`src/rtl/seg7_pkg.sv`:
```
// Shared definitions for the 7-segment scan capture block: segment codes,
// scan FSM states and the encode/decode helpers.
package seg7_pkg;

    // Active-low segment patterns {g,f,e,d,c,b,a}
    localparam logic [6:0] SEG_0     = 7'h40;
    localparam logic [6:0] SEG_1     = 7'h79;
    localparam logic [6:0] SEG_2     = 7'h24;
    localparam logic [6:0] SEG_3     = 7'h30;
    localparam logic [6:0] SEG_4     = 7'h19;
    localparam logic [6:0] SEG_5     = 7'h12;
    localparam logic [6:0] SEG_6     = 7'h02;
    localparam logic [6:0] SEG_7     = 7'h78;
    localparam logic [6:0] SEG_8     = 7'h00;
    localparam logic [6:0] SEG_9     = 7'h10;
    localparam logic [6:0] SEG_A     = 7'h08;
    localparam logic [6:0] SEG_B     = 7'h03;
    localparam logic [6:0] SEG_C     = 7'h46;
    localparam logic [6:0] SEG_D     = 7'h21;
    localparam logic [6:0] SEG_E     = 7'h06;
    localparam logic [6:0] SEG_F     = 7'h0E;
    localparam logic [6:0] SEG_BLANK = 7'h7F;

    typedef enum logic [1:0] {
        S_IDLE,
        S_DWELL,
        S_HELD
    } scan_state_t;

    typedef struct packed {
        logic       err;
        logic       blank;
        logic [3:0] nibble;
    } seg_decode_t;

    // Hex nibble to active-low segment pattern
    function automatic logic [6:0] seg7_encode(input logic [3:0] nibble);
        logic [6:0] pat;
        case (nibble)
            4'h0: pat = SEG_0;
            4'h1: pat = SEG_1;
            4'h2: pat = SEG_2;
            4'h3: pat = SEG_3;
            4'h4: pat = SEG_4;
            4'h5: pat = SEG_5;
            4'h6: pat = SEG_6;
            4'h7: pat = SEG_7;
            4'h8: pat = SEG_8;
            4'h9: pat = SEG_9;
            4'hA: pat = SEG_A;
            4'hB: pat = SEG_B;
            4'hC: pat = SEG_C;
            4'hD: pat = SEG_D;
            4'hE: pat = SEG_E;
            default: pat = SEG_F;
        endcase
        return pat;
    endfunction

    // Segment pattern to {err, blank, nibble}; blank reads as nibble 0
    function automatic seg_decode_t seg7_decode(input logic [6:0] pattern);
        seg_decode_t d;
        d.err    = 1'b1;
        d.blank  = 1'b0;
        d.nibble = 4'h0;
        if (pattern == SEG_BLANK) begin
            d.err   = 1'b0;
            d.blank = 1'b1;
        end else begin
            for (int i = 0; i < 16; i++) begin
                if (pattern == seg7_encode(4'(i))) begin
                    d.err    = 1'b0;
                    d.nibble = 4'(i);
                end
            end
        end
        return d;
    endfunction

endpackage

```
`src/rtl/seg7_scan_capture_if.sv`:
```
// Display-side inputs and frame-side handshake of the scan capture block.
interface seg7_scan_capture_if #(
    parameter int unsigned NUM_DIGITS = 4
);
    localparam int unsigned IDX_W = $clog2(NUM_DIGITS);

    logic [6:0]              seg_i;
    logic [NUM_DIGITS-1:0]   an_i;
    logic                    clear_i;
    logic [4*NUM_DIGITS-1:0] value_o;
    logic [NUM_DIGITS-1:0]   blank_o;
    logic                    frame_valid_o;
    logic                    frame_ready_i;
    logic                    err_o;
    logic [IDX_W-1:0]        err_digit_o;
    logic                    overrun_o;

    modport master (
        output seg_i, an_i, clear_i, frame_ready_i,
        input  value_o, blank_o, frame_valid_o, err_o, err_digit_o, overrun_o
    );

    modport slave (
        input  seg_i, an_i, clear_i, frame_ready_i,
        output value_o, blank_o, frame_valid_o, err_o, err_digit_o, overrun_o
    );
endinterface

```
`src/rtl/seg7_pattern_decode.sv`:
```
// Combinational segment-pattern decoder.
module seg7_pattern_decode
    import seg7_pkg::*;
(
    input  logic [6:0]  pattern,
    output seg_decode_t result_c
);

    // Table lookup lives in the package so the bench-side encoder stays in sync
    assign result_c = seg7_decode(pattern);

endmodule

```
`src/rtl/seg7_scan_capture.sv`:
```
// Captures a multiplexed 7-segment drive into hex frames, one nibble per digit,
// and hands complete frames out on a valid/ready handshake.
module seg7_scan_capture
    import seg7_pkg::*;
#(
    parameter int unsigned NUM_DIGITS    = 4,
    parameter int unsigned STABLE_CYCLES = 16
) (
    input  logic                clk,
    input  logic                rst_n,
    seg7_scan_capture_if.slave  bus
);

    localparam int unsigned IDX_W  = $clog2(NUM_DIGITS);
    localparam int unsigned CNT_W  = $clog2(STABLE_CYCLES + 1);
    localparam int unsigned PAIR_W = NUM_DIGITS + 7;
    localparam logic [CNT_W-1:0] DWELL_MAX = CNT_W'(STABLE_CYCLES);

    logic [PAIR_W-1:0]          pair_r, pair_d;
    logic [CNT_W-1:0]           dwell, dwell_nxt;
    scan_state_t                state, state_nxt;
    logic                       pair_valid, pair_changed, capture;
    logic [IDX_W-1:0]           cap_idx;
    seg_decode_t                dec;
    logic [NUM_DIGITS-1:0]      mask, mask_nxt;
    logic                       complete;
    logic [NUM_DIGITS-1:0][3:0] slot_nib, value_r;
    logic [NUM_DIGITS-1:0]      slot_blank, blank_r;
    logic                       frame_valid_r, err_r, overrun_r;
    logic [IDX_W-1:0]           err_digit_r;

    assign pair_valid   = $onehot(~pair_r[PAIR_W-1:7]);
    assign pair_changed = (pair_r != pair_d);
    assign complete     = &mask;

    seg7_pattern_decode u_decode (
        .pattern  (pair_r[6:0]),
        .result_c (dec)
    );

    // Index of the selected digit (the single low anode)
    always_comb begin
        cap_idx = '0;
        for (int unsigned i = 0; i < NUM_DIGITS; i++) begin
            if (!pair_r[7 + i]) cap_idx = IDX_W'(i);
        end
    end

    // Dwell count: the first cycle of a new valid pair already counts as one
    always_comb begin
        dwell_nxt = dwell;
        if (!pair_valid)             dwell_nxt = '0;
        else if (pair_changed)       dwell_nxt = CNT_W'(1);
        else if (dwell != DWELL_MAX) dwell_nxt = dwell + CNT_W'(1);
    end

    // Input pair register and dwell counter
    always_ff @(posedge clk or negedge rst_n) begin
        if (!rst_n) begin
            pair_r <= '0;
            pair_d <= '0;
            dwell  <= '0;
        end else begin
            pair_r <= {bus.an_i, bus.seg_i};
            pair_d <= pair_r;
            dwell  <= dwell_nxt;
        end
    end

    // Scan FSM state register
    always_ff @(posedge clk or negedge rst_n) begin
        if (!rst_n) state <= S_IDLE;
        else        state <= state_nxt;
    end

    // Scan FSM next state; one capture per dwell, taken on the S_DWELL -> S_HELD edge
    always_comb begin
        state_nxt = state;
        capture   = 1'b0;
        case (state)
            S_IDLE: begin
                if (pair_valid) state_nxt = S_DWELL;
            end
            S_DWELL: begin
                if (!pair_valid || pair_changed) begin
                    state_nxt = S_IDLE;
                end else if (dwell_nxt == DWELL_MAX) begin
                    state_nxt = S_HELD;
                    capture   = 1'b1;
                end
            end
            S_HELD: begin
                if (!pair_valid)       state_nxt = S_IDLE;
                else if (pair_changed) state_nxt = S_DWELL;
            end
            default: state_nxt = S_IDLE;
        endcase
    end

    // Frame mask: cleared on completion, then this cycle's good capture is added
    always_comb begin
        mask_nxt = complete ? '0 : mask;
        if (capture && !dec.err) mask_nxt[cap_idx] = 1'b1;
    end

    // Slots, error tracking and output handshake; clear wins over everything here
    always_ff @(posedge clk or negedge rst_n) begin
        if (!rst_n) begin
            mask          <= '0;
            slot_nib      <= '0;
            slot_blank    <= '0;
            value_r       <= '0;
            blank_r       <= '0;
            frame_valid_r <= 1'b0;
            err_r         <= 1'b0;
            err_digit_r   <= '0;
            overrun_r     <= 1'b0;
        end else if (bus.clear_i) begin
            mask          <= '0;
            frame_valid_r <= 1'b0;
            err_r         <= 1'b0;
            err_digit_r   <= '0;
            overrun_r     <= 1'b0;
        end else begin
            mask <= mask_nxt;
            if (capture) begin
                if (dec.err) begin
                    err_r <= 1'b1;
                    if (!err_r) err_digit_r <= cap_idx;
                end else begin
                    slot_nib[cap_idx]   <= dec.nibble;
                    slot_blank[cap_idx] <= dec.blank;
                end
            end
            if (complete) begin
                if (!frame_valid_r || bus.frame_ready_i) begin
                    value_r       <= slot_nib;
                    blank_r       <= slot_blank;
                    frame_valid_r <= 1'b1;
                end else begin
                    overrun_r <= 1'b1;
                end
            end else if (frame_valid_r && bus.frame_ready_i) begin
                frame_valid_r <= 1'b0;
            end
        end
    end

    assign bus.value_o       = value_r;
    assign bus.blank_o       = blank_r;
    assign bus.frame_valid_o = frame_valid_r;
    assign bus.err_o         = err_r;
    assign bus.err_digit_o   = err_digit_r;
    assign bus.overrun_o     = overrun_r;

endmodule

```
`src/flat_wrapper.sv`:
```
// flat-port wrapper written by rule: the top's interface ports become plain ports
module seg7_scan_capture_flat import seg7_pkg::*;
#(
    parameter int unsigned NUM_DIGITS    = 4,
    parameter int unsigned STABLE_CYCLES = 16
)
  (clk, rst_n, bus_seg_i, bus_an_i, bus_clear_i, bus_frame_ready_i, bus_value_o, bus_blank_o, bus_frame_valid_o, bus_err_o, bus_err_digit_o, bus_overrun_o);
  seg7_scan_capture_if #(.NUM_DIGITS(NUM_DIGITS)) bus_i ();
  input  logic clk;
  input  logic rst_n;
  input wire logic [$bits(bus_i.seg_i)-1:0] bus_seg_i;
  input wire logic [$bits(bus_i.an_i)-1:0] bus_an_i;
  input wire logic [$bits(bus_i.clear_i)-1:0] bus_clear_i;
  input wire logic [$bits(bus_i.frame_ready_i)-1:0] bus_frame_ready_i;
  output wire logic [$bits(bus_i.value_o)-1:0] bus_value_o;
  output wire logic [$bits(bus_i.blank_o)-1:0] bus_blank_o;
  output wire logic [$bits(bus_i.frame_valid_o)-1:0] bus_frame_valid_o;
  output wire logic [$bits(bus_i.err_o)-1:0] bus_err_o;
  output wire logic [$bits(bus_i.err_digit_o)-1:0] bus_err_digit_o;
  output wire logic [$bits(bus_i.overrun_o)-1:0] bus_overrun_o;
  assign bus_i.seg_i = bus_seg_i;
  assign bus_i.an_i = bus_an_i;
  assign bus_i.clear_i = bus_clear_i;
  assign bus_i.frame_ready_i = bus_frame_ready_i;
  assign bus_value_o = bus_i.value_o;
  assign bus_blank_o = bus_i.blank_o;
  assign bus_frame_valid_o = bus_i.frame_valid_o;
  assign bus_err_o = bus_i.err_o;
  assign bus_err_digit_o = bus_i.err_digit_o;
  assign bus_overrun_o = bus_i.overrun_o;
  seg7_scan_capture #(.NUM_DIGITS(NUM_DIGITS), .STABLE_CYCLES(STABLE_CYCLES)) u_core (.clk(clk), .rst_n(rst_n), .bus(bus_i));
endmodule
```
`config.mk`:
```
export PLATFORM = sky130hd
export DESIGN_NAME = seg7_scan_capture_flat
export DESIGN_NICKNAME = d
export VERILOG_FILES = /design/src/rtl/seg7_pkg.sv /design/src/rtl/seg7_scan_capture_if.sv /design/src/rtl/seg7_pattern_decode.sv /design/src/rtl/seg7_scan_capture.sv /design/src/flat_wrapper.sv
export SDC_FILE = /design/constraint.sdc
export NUM_CORES = 1
export LEC_CHECK = 0
export CAP_MARGIN = 5
export CORE_ASPECT_RATIO = 1.5
export CORE_UTILIZATION = 40
export CTS_CLUSTER_DIAMETER = 60
export CTS_CLUSTER_SIZE = 24
export DETAILED_ROUTE_END_ITERATION = 7
export PLACE_DENSITY = 0.71
export SETUP_SLACK_MARGIN = 0.1
export SLEW_MARGIN = 15
export SYNTH_ARGS = -nofsm -noshare
export SYNTH_HDL_FRONTEND = slang
export SYNTH_HIERARCHICAL = 1
export SYNTH_SLANG_ARGS = --single-unit
```
`constraint.sdc`:
```
create_clock -name clk -period 4.79 [get_ports clk]
set_input_delay 0.479 -clock clk [delete_from_list [all_inputs] [get_ports clk]]
set_output_delay 0.479 -clock clk [all_outputs]
set_load 0.01 [all_outputs]
```
==> results.toml <==
[power_and_ir_drop]
vdd_drop_max_uv = 225
powerDensity_nw_per_um2 = 328
cellLeakagePower_uw = 0.00200

[placed_design]
port-buffer-count = 39
dpl_cell_area_um2 = 4090
dp.cells = 429
hpwlAfterDp_mm = 4.63
gp_congestion = 0.870

[layout]
antenna_cells = 0
final_cells = 445
fin_area_um2 = 4390
area_growth_syn_to_layout_pct = 20.7
drive_gt1_frac = 0.176
final_net_count = 350

[routing]
dr.pass1.iters = 4
final_antenna_net_count = 0
routed_wl_mm = 6.62
wl_per_cell_um = 14.9
via_count = 2337
drt_iter0_markers = 90
routed_via_density = 5.25
drc = 0

[logic_synthesis]
ys_warn_count = 6
async_reset_ff_frac = 1.00
yosys.area.top_type_share = 0.537
synth-seq-cells = 78
yosys-top-cells-area = "dfrtp_1, mux2_4, mux2_1"
yosys.area.top_type = "dfrtp_1"
synth_nets = 312
postSynthAreaPerCell_um2 = 12.4
ys_seq_area_frac = 0.537
synth_edf_count = 0
synth_area_um2 = 3630
syn_inst = 292
ys_types = 57
synth_flop_cell = "dfrtp_1"

[setup_path]
timing.rr.start = "u_core/pair_r[2]"
ff2ff_setup_slack_ns = 1.54
crit_arrival_ns = 3.46
r2r_end = "u_core/slot_blank[1]"
worst-endpoint-required_ns = 5.01
worstPathMaxFanout = 13
cp_slowest_stage_delay_ns = 0.54
reg2reg_depth = 10
cp-start-kind = "register"
worstSetupPathType = "register to register"
cp-end-kind = "register"
crit_top_cell = "nor4b_2"
crit_buf_inv = 0
cp_slowest_cell = "dfrtp_1"
path_cells = "nor4b_2 -> a31oi_1 -> or4_1 -> o211ai_2 -> nor4b_2 -> nor4b_1 -> nand2_1 -> nor4_1 -> nand3_4 -> mux2_4"
crit_family = "simple AND/OR/NAND/NOR gates"

[sta]
setup_tns_ns = 0
period_needed_ns = 3.25
max-slew-margin-rel = 0.364
finalHoldViolations = 0
worst_pin_slew_ns = 0.955
setup_viol = 0
finClkSkew_ns = 0.00356
rsz0062_at_grt = "no"
fmax_mhz = 308
slew_violations = 0
period_share = 0.678

[global_route]
antenna_found_initial = 0
grt_pass1_wl_mm = 11.5
grt.total_usage = 0.160
grt_pass1_vias = 2351
grt_max_degree = 79
grt_overflow_total = 0

[clocking]
cts.sinks = 78
htreeDepth = 3
numCtsBuffers = 9
clk_path_buf_depth = 2
post_cts_resized = 0
clock_latency_ns = 0.33
post_cts_buffers = 0
clkSlewWorstSetupHoldPaths_ns = 0.06
cts_tree = "yes"
cts_root_buf = "clkbuf_16"
cts_hold_buf = 0

[die]
placeableCoreArea_um2 = 8830
die_area_um2 = 9470
rows = 42
die_y_um = 119
start_util = 0.411
dieWidth_um = 79.8
ios = 40

[outcome]
status = "complete, no violations"

[min_path]
hold_class = "input pin to async pin"

[flow_run]
maxCapViolCount = 0
[cells by family after synthesis]
family | after synthesis | synth area share
mux | 42 | 0.145
compound gates | 29 | 0.0572
fa+ha+maj | 5 | 0.0193
flops | 78 | 0.537
buf+inv | 21 | 0.0307
xor+xnor | 16 | 0.0386
simple gates | 101 | 0.172
[how the worst max path moves through the flow]
stage	startpoint	endpoint	slack, ns	cells after the start
final	u_core/pair_r[2]	u_core/slot_blank[1]	1.54	10
after global routing	u_core/pair_r[2]	u_core/slot_nib[5]	1.19	10
after CTS	u_core/pair_r[2]	u_core/slot_blank[1]	1.55	10
after detailed placement	u_core/pair_r[2]	u_core/slot_nib[4]	1.55	10
after global placement	u_core/pair_r[2]	u_core/slot_blank[1]	1.70	10
after floorplan	u_core/pair_r[2]	u_core/slot_nib[6]	1.85	11
[cells in the mapped netlist, drive strengths merged (2+ instances only)]
| master | n |
|---|---|
| dfrtp | 78 |
| clkbuf | 5 |
| nor4b | 4 |
| o211ai | 2 |
| a31oi | 4 |
| or3 | 3 |
| buf | 9 |
| nor4 | 5 |
| o21a | 2 |
| inv | 7 |
| a311oi | 2 |
| nand4 | 6 |
| xnor2 | 12 |
| nand2b | 4 |
| nand2 | 19 |
| nor3 | 5 |
| a21oi | 6 |
| nand3b | 4 |
| ha | 4 |
| nor2 | 18 |
| nor2b | 9 |
| xor2 | 4 |
| nand3 | 10 |
| mux2 | 41 |
| and3 | 3 |
| and2 | 4 |
| o21ai | 6 |
| nor3b | 2 |
| or4 | 2 |
[worst register-to-register path: stages, from the launching register on]
cell	delay [ns]
dfrtp_1	0.54
nor4b_2	0.33
a31oi_1	0.05
or4_1	0.43
o211ai_2	0.10
nor4b_2	0.09
nor4b_1	0.45
nand2_1	0.14
nor4_1	0.47
nand3_4	0.20
mux2_4	0.34
[state kept, by name (all words and copies together), names as in the netlist]
signal / cells
u_core/state: 2
u_core/pair_d: 11
u_core/bus.blank_o: 4
u_core/bus.overrun_o: 1
u_core/bus.err_o: 1
u_core/bus.value_o: 16
u_core/dwell: 5
u_core/pair_r: 11
u_core/slot_nib: 16
u_core/slot_blank: 4
u_core/bus.frame_valid_o: 1
u_core/mask: 4
u_core/bus.err_digit_o: 2
[layout make-up]
| class | instances | area (um2) |
|---|---|---|
| Multi-Input combinational cell | 193 | 1580 |
| Fill cell | 778 | 4440 |
| Sequential cell | 78 | 1950 |
| Inverter | 7 | 26.3 |
| Clock inverter | 6 | 62.6 |
| Timing Repair Buffer | 41 | 403 |
| Clock buffer | 10 | 229 |
| Tap cell | 110 | 138 |
[power breakdown]
| group | total [uW] | internal, uW | switching [uW] |
|---|---|---|---|
| Combinational | 87.6 | 37.7 | 49.9 |
| Clock | 659 | 401 | 258 |
| Sequential | 694 | 672 | 22.0 |
| Total | 1440 | 1110 | 330 |
[cells in the final DEF (no fill, tap or decap), types with 6 or more instances in the layout]
master and instances:
nand3_1 8, clkbuf_16 9, nor2_1 18, mux2_4 15
mux2_1 15, nor2b_1 8, clkdlybuf4s50_1 38, xnor2_1 12
nand2_1 19, a21oi_1 6, dfrtp_1 78, mux2_2 11
[per-layer routing]
metal,GRT usage,part of all wire,wire [um],up-vias
li1,-,-,-,1112
met1,0.211,0.44,2910,1146
met4,0.0815,0.029,192,0
met3,0.0456,0.038,250,17
met5,0,0,0,-
met2,0.238,0.49,3270,62
[through the flow]
| stage | hold WS (ns) | utilization | setup slack, ns | power, uW |
|---|---|---|---|---|
| 2_1_floorplan | 0.183 | - | 1.85 | 755 |
| 3_3_place_gp | 0.451 | 0.464 | 1.70 | 790 |
| 3_5_place_dp | 0.461 | 0.464 | 1.55 | 794 |
| 4_1_cts | 0.334 | 0.497 | 1.55 | 1460 |
| 5_1_grt | 0.369 | 0.497 | 1.19 | 1500 |
| 6_report | 0.280 | 0.497 | 1.54 | 1440 |
Power figures use the tool's default switching activity.
